### config.mk
export PLATFORM = sky130hd
export DESIGN_NAME = multicycle_datapath
export DESIGN_NICKNAME = d
export VERILOG_FILES = /design/src/rtl/multicycle_datapath.sv
export SDC_FILE = /design/constraint.sdc
export NUM_CORES = 2
export LEC_CHECK = 0
export CAP_MARGIN = 20
export CORE_UTILIZATION = 40
export DETAILED_ROUTE_END_ITERATION = 7
export SLEW_MARGIN = 40
export SYNTH_ARGS = -nofsm -noshare
export SYNTH_HDL_FRONTEND = slang
export SYNTH_SLANG_ARGS = --single-unit
### constraint.sdc
create_clock -name clk -period 11.5 [get_ports clk]
set_input_delay 2.3 -clock clk [delete_from_list [all_inputs] [get_ports clk]]
set_output_delay 2.3 -clock clk [all_outputs]
set_load 0.005 [all_outputs]
### src/rtl/multicycle_datapath.sv
// Multicycle RV32I datapath: one register file, ALU and immediate generator shared by a
// fetch/decode/execute/memory/writeback FSM, with req/ack ports to external memories.
module multicycle_datapath #(
    parameter int PC_W       = 8,
    parameter int INS_W      = 32,
    parameter int DATA_W     = 32,
    parameter int RF_ADDRESS = 5,
    parameter int DM_ADDRESS = 9,
    parameter int ALU_CC_W   = 4
) (
    input  logic                  clk,
    input  logic                  reset,
    input  logic                  reg_write,
    input  logic                  mem2reg,
    input  logic                  alu_src,
    input  logic                  mem_write,
    input  logic                  mem_read,
    input  logic                  branch,
    input  logic [ALU_CC_W-1:0]   alu_cc,
    output logic [6:0]            opcode,
    output logic [6:0]            funct7,
    output logic [2:0]            funct3,
    output logic                  imem_req,
    output logic [PC_W-1:0]       imem_addr,
    input  logic [INS_W-1:0]      imem_rdata,
    input  logic                  imem_ack,
    output logic                  dmem_req,
    output logic                  dmem_we,
    output logic [DM_ADDRESS-1:0] dmem_addr,
    output logic [DATA_W-1:0]     dmem_wdata,
    input  logic [DATA_W-1:0]     dmem_rdata,
    input  logic                  dmem_ack,
    output logic [DATA_W-1:0]     alu_result,
    output logic                  instr_done
);

    typedef enum logic [2:0] {S_FETCH, S_DECODE, S_EXEC, S_MEM, S_WB} state_t;

    state_t                state_r;
    logic [PC_W-1:0]       pc_r;
    logic [INS_W-1:0]      ir_r;
    logic [DATA_W-1:0]     a_r, b_r, alu_out_r, mdr_r;
    logic [DATA_W-1:0]     rf_r [0:(1<<RF_ADDRESS)-1];
    logic                  reg_write_r, mem2reg_r, alu_src_r, mem_write_r, mem_read_r, branch_r;
    logic [ALU_CC_W-1:0]   alu_cc_r;
    logic                  taken_r;
    logic                  imem_req_r, dmem_req_r, dmem_we_r, instr_done_r;

    logic [DATA_W-1:0]     imm_s, alu_b_s, alu_res_s, beq_diff_s;

    function automatic logic [DATA_W-1:0] imm_gen(input logic [INS_W-1:0] ir);
        case (ir[6:0])
            7'b0000011, 7'b0010011: imm_gen = {{(DATA_W-12){ir[31]}}, ir[31:20]};
            7'b0100011:             imm_gen = {{(DATA_W-12){ir[31]}}, ir[31:25], ir[11:7]};
            7'b1100011:             imm_gen = {{(DATA_W-13){ir[31]}}, ir[31], ir[7], ir[30:25], ir[11:8], 1'b0};
            default:                imm_gen = {DATA_W{1'b0}};
        endcase
    endfunction

    function automatic logic [DATA_W-1:0] alu_op(input logic [DATA_W-1:0] a,
                                                 input logic [DATA_W-1:0] b,
                                                 input logic [ALU_CC_W-1:0] cc);
        case (cc)
            4'b0000: alu_op = a & b;
            4'b0001: alu_op = a | b;
            4'b0010: alu_op = a + b;
            4'b0110: alu_op = a - b;
            4'b0111: alu_op = {{(DATA_W-1){1'b0}}, ($signed(a) < $signed(b))};
            4'b1100: alu_op = ~(a | b);
            default: alu_op = {DATA_W{1'b0}};
        endcase
    endfunction

    // Immediate, ALU operand mux and branch compare, all from registered state.
    always_comb begin
        imm_s      = imm_gen(ir_r);
        alu_b_s    = alu_src_r ? imm_s : b_r;
        alu_res_s  = alu_op(a_r, alu_b_s, alu_cc_r);
        beq_diff_s = a_r - b_r;
    end

    assign opcode     = ir_r[6:0];
    assign funct3     = ir_r[14:12];
    assign funct7     = ir_r[31:25];
    assign imem_req   = imem_req_r;
    assign imem_addr  = pc_r;
    assign dmem_req   = dmem_req_r;
    assign dmem_we    = dmem_we_r;
    assign dmem_addr  = alu_out_r[DM_ADDRESS-1:0];
    assign dmem_wdata = b_r;
    assign alu_result = alu_out_r;
    assign instr_done = instr_done_r;

    // Instruction sequencer; request/done outputs are set on entry to the state that owns them.
    always_ff @(posedge clk or negedge reset) begin
        if (!reset) begin
            state_r      <= S_FETCH;
            pc_r         <= {PC_W{1'b0}};
            ir_r         <= {INS_W{1'b0}};
            a_r          <= {DATA_W{1'b0}};
            b_r          <= {DATA_W{1'b0}};
            alu_out_r    <= {DATA_W{1'b0}};
            mdr_r        <= {DATA_W{1'b0}};
            for (int i = 0; i < (1<<RF_ADDRESS); i++) rf_r[i] <= {DATA_W{1'b0}};
            reg_write_r  <= 1'b0;
            mem2reg_r    <= 1'b0;
            alu_src_r    <= 1'b0;
            mem_write_r  <= 1'b0;
            mem_read_r   <= 1'b0;
            branch_r     <= 1'b0;
            alu_cc_r     <= {ALU_CC_W{1'b0}};
            taken_r      <= 1'b0;
            imem_req_r   <= 1'b0;
            dmem_req_r   <= 1'b0;
            dmem_we_r    <= 1'b0;
            instr_done_r <= 1'b0;
        end else begin
            case (state_r)
                S_FETCH: begin
                    if (imem_req_r && imem_ack) begin
                        ir_r       <= imem_rdata;
                        imem_req_r <= 1'b0;
                        state_r    <= S_DECODE;
                    end else begin
                        imem_req_r <= 1'b1;
                    end
                end
                S_DECODE: begin
                    a_r         <= rf_r[ir_r[19:15]];
                    b_r         <= rf_r[ir_r[24:20]];
                    reg_write_r <= reg_write;
                    mem2reg_r   <= mem2reg;
                    alu_src_r   <= alu_src;
                    mem_write_r <= mem_write;
                    mem_read_r  <= mem_read;
                    branch_r    <= branch;
                    alu_cc_r    <= alu_cc;
                    taken_r     <= 1'b0;
                    state_r     <= S_EXEC;
                end
                S_EXEC: begin
                    alu_out_r <= alu_res_s;
                    taken_r   <= branch_r && (beq_diff_s == {DATA_W{1'b0}});
                    if (mem_read_r || mem_write_r) begin
                        dmem_req_r <= 1'b1;
                        dmem_we_r  <= mem_write_r;
                        state_r    <= S_MEM;
                    end else begin
                        instr_done_r <= 1'b1;
                        state_r      <= S_WB;
                    end
                end
                S_MEM: begin
                    if (dmem_req_r && dmem_ack) begin
                        if (mem_read_r) mdr_r <= dmem_rdata;
                        dmem_req_r   <= 1'b0;
                        dmem_we_r    <= 1'b0;
                        instr_done_r <= 1'b1;
                        state_r      <= S_WB;
                    end
                end
                S_WB: begin
                    // x0 is never written, so reading it always yields zero.
                    if (reg_write_r && (ir_r[11:7] != 5'd0))
                        rf_r[ir_r[11:7]] <= mem2reg_r ? mdr_r : alu_out_r;
                    pc_r         <= taken_r ? (pc_r + imm_s[PC_W-1:0])
                                            : (pc_r + {{(PC_W-3){1'b0}}, 3'd4});
                    instr_done_r <= 1'b0;
                    imem_req_r   <= 1'b1;
                    state_r      <= S_FETCH;
                end
                default: begin
                    state_r      <= S_FETCH;
                    imem_req_r   <= 1'b0;
                    dmem_req_r   <= 1'b0;
                    dmem_we_r    <= 1'b0;
                    instr_done_r <= 1'b0;
                end
            endcase
        end
    end

endmodule

==> impl_metrics.ini <==
[sta]
period_share_pct = 45.5
skew_ns = 0.0322
final-hold-violation-count = 0
fmax_mhz = 191
rsz0062_at_grt = false
setup_viol = 0
tns_ns = 0
tightest_slew_ns = 0.906
holdWs_ns = 0.396
timing.slew.headroom_pct = 39.4
finalMaxSlewViolations = 0
fin_crit_ns = 5.23

[floorplan]
rows = 149
initial_core_util_pct = 40.3
core_area_um2 = 165000
fp.dieH_um = 410
io-pin-count = 180
fp.dieW_um = 410
dieArea_um2 = 168000

[layout]
area.sequential_um2 = 30300
syn2layout_area_growth_pct = 12.7
finalCoreUtilization_pct = 45.4
layout-drive-gt1-share_pct = 19.6
filler_cell_count = 15200
finalNetCount = 6093
diodes = 0
multiInputGateArea_um2 = 33800

[synth]
yosysMostFrequentCell = dfrtp_1
synth_common_cells = dfrtp_1, nor2_1, a21oi_1, mux4_2, nand2_1
synth-seq-area-share_pct = 45.5
synth.distinct_cells = 88
synth_area_leaders = dfrtp_1, mux4_2, a21oi_1
synth.net_count = 6246
synth_edf_count = 0
yosysTopAreaCell = dfrtp_1
syn_avg_cell_area_um2 = 11.0
yosys_most_used_dff = dfrtp_1
synth_cells = 6030
netlist.area_leader.share_pct = 45.5
async_flop_share_pct = 100
yosys_warnings = 0
synth_area_um2 = 66600
synth-seq-cells = 1210

[route]
wirelength_mm = 222
wire_per_inst_um = 27.2
drc = 67
first_pass_iters = 8
via_per_inst = 6.06
postRouteAntennaNets = 0
vias = 49500
drtIter0Drc = 5452

[power]
p_seq_share_pct = 31.3
clockPowerShare_pct = 21.1
leakagePower_nw = 31.7
power_density_nw_per_um2 = 273
combPwrFrac_pct = 47.6
sw_frac_of_total_pct = 43.3
power_switching_mw = 8.86
vdd_ir_drop_max_uv = 156
p_int_mw = 11.6

[global_route]
antenna_found_initial = 5
overflow = 0
grt_max_degree = 129
grt_pass1_vias = 49400
track_usage_pct = 26.6
grt_pass1_wl_mm = 332

[critical_path]
crit_required_ns = 12.17
start_kind = flop
cp.arrival_ns = 5.91
crit_fanout = 20
slowest_delay_ns = 0.69
worstSetupPathType = reg2reg
crit_path_end_kind = flop
crit_cells = 19
crit_buf_inv = 3
cp_cell_sequence = nor2_1, nand3_1, nor3_1, or2_2, nand2_1, nand2_1, buf_4, o21a_1, inv_1, ha_1, inv_1, a2111oi_0, o211ai_1, o21ai_1, nor3_2, nor4b_1, a21oi_1, a211oi_1, nor2_1
critical_path.top_delay_family = simple AND/OR/NAND/NOR gates
r2r_cells = 19
crit_slowest_cell = nor4b_1

[clock_tree]
clkLatencyLatePin_ns = 0.79
htreeDepth = 4
cts_tree = yes
cts-root-buf = clkbuf_16
clkTransAtPathRegs_ns = 0.07
post_cts_resized = 0
cts_buffer_depth = 3
cts_hold_buffers = 0
tritoncts.num_buffers = 130
cts_setup_buffers = 0
cts_sinks = 1210

[hold_path]
hp-class = reg2reg
hold_depth = 0

[status]
violations = DRC
status = finished with violations

[placement]
gp_congestion = 0.941
place_hpwl_mm = 136
portBuffers = 179

[run]
cap_violations = 0
-- final timing paths --
path,startpoint,endpoint,slack [ns]
min in group asynchronous,reset,mdr_r[26],1.36
worst min register to register,rf_r[1017],rf_r[1017],0.40
worst max-delay path,ir_r[3],alu_result[29],6.27
max in group asynchronous,reset,rf_r[807],7.53
worst max register to register,ir_r[3],alu_result[29],6.27
worst min-delay path,rf_r[1017],rf_r[1017],0.40
-- flip-flops by register name (all words and copies together) (netlist names) --
name / cells
state_r: 3
mem2reg_r: 1
mem_read_r: 1
dmem_req: 1
imem_addr: 8
mdr_r: 32
alu_src_r: 1
dmem_we: 1
rf_r: 1024
taken_r: 1
a_r: 32
ir_r: 32
alu_result: 32
reg_write_r: 1
mem_write_r: 1
branch_r: 1
imem_req: 1
dmem_wdata: 32
instr_done: 1
alu_cc_r: 4
-- cells by family (layout without fill, tap and decap cells) --
family | after synthesis | after routing | synth area share, %
xor+xnor | 33 | 33 | 0.434
simple gates | 1537 | 1537 | 9.47
fa+ha+maj | 138 | 138 | 2.63
mux | 823 | 823 | 24.6
flops | 1210 | 1210 | 45.5
buf+inv | 745 | 693 | 4.44
compound gates | 1544 | 1544 | 13.0
-- power groups by stage --
stage | clock, mW | sequential [mW] | combinational (mW)
after global placement | 0 | 6.41 | 9.46
after detailed placement | 0 | 6.43 | 9.62
after floorplan | 0 | 5.63 | 6.95
final | 4.32 | 6.40 | 9.73
after global routing | 4.55 | 6.50 | 10.5
after CTS | 4.39 | 6.36 | 9.66
-- cells in the final DEF (no fill, tap or decap), types with 12 or more instances in the layout --
cell	netlist	final
a211oi_1	15	15
a21o_1	23	23
a21oi_1	659	659
a221oi_1	36	36
a31oi_1	12	12
and2_1	13	13
and3_1	15	15
buf_16	0	12
buf_4	26	75
buf_6	1	32
clkbuf_1	479	23
clkbuf_16	0	135
clkbuf_8	0	34
clkdlybuf4s50_1	0	178
clkinv_2	0	21
dfrtp_1	1210	1195
ha_1	135	135
inv_1	145	145
mux2_2	76	76
mux2i_1	103	71
mux2i_2	0	30
mux4_2	640	640
nand2_1	640	626
nand2b_1	16	16
nand3_1	39	35
nor2_1	683	670
nor2_4	0	12
nor2b_1	16	16
nor3_1	31	29
nor4_1	15	14
o211ai_1	17	17
o21a_1	35	35
o21ai_0	584	584
o21ai_1	34	33
o221ai_1	16	16
xnor2_1	26	26
-- per-layer routing --
layer	up-vias	global-route usage (%)	share of wire (%)
met5	-	0	0.011
met4	4	9.95	3.9
met3	398	4.59	7.6
met2	1992	41.6	46
met1	25500	37.0	42
li1	21600	-	-
-- cell type report --
class	count	share of cell area, %
inverters	149	0.745
clock buffers	192	5.24
multi-input cells	4075	45.0
clock inverters	41	0.558
well taps	2189	3.65
repair buffers	311	4.40
flip-flops and latches	1210	40.4
-- per-stage QoR --
step	worst slack (ns)	instances	power (mW)	instance area [um2]
3_3_place_gp	6.24	7916	15.9	70100
4_1_cts	6.37	8165	20.4	75000
6_report	6.27	8167	20.5	75100
3_5_place_dp	6.38	7932	16.0	70600
5_1_grt	5.91	8167	21.5	75100
2_1_floorplan	7.30	6030	12.6	66600
Note: power is estimated with default switching activity, not from simulation.
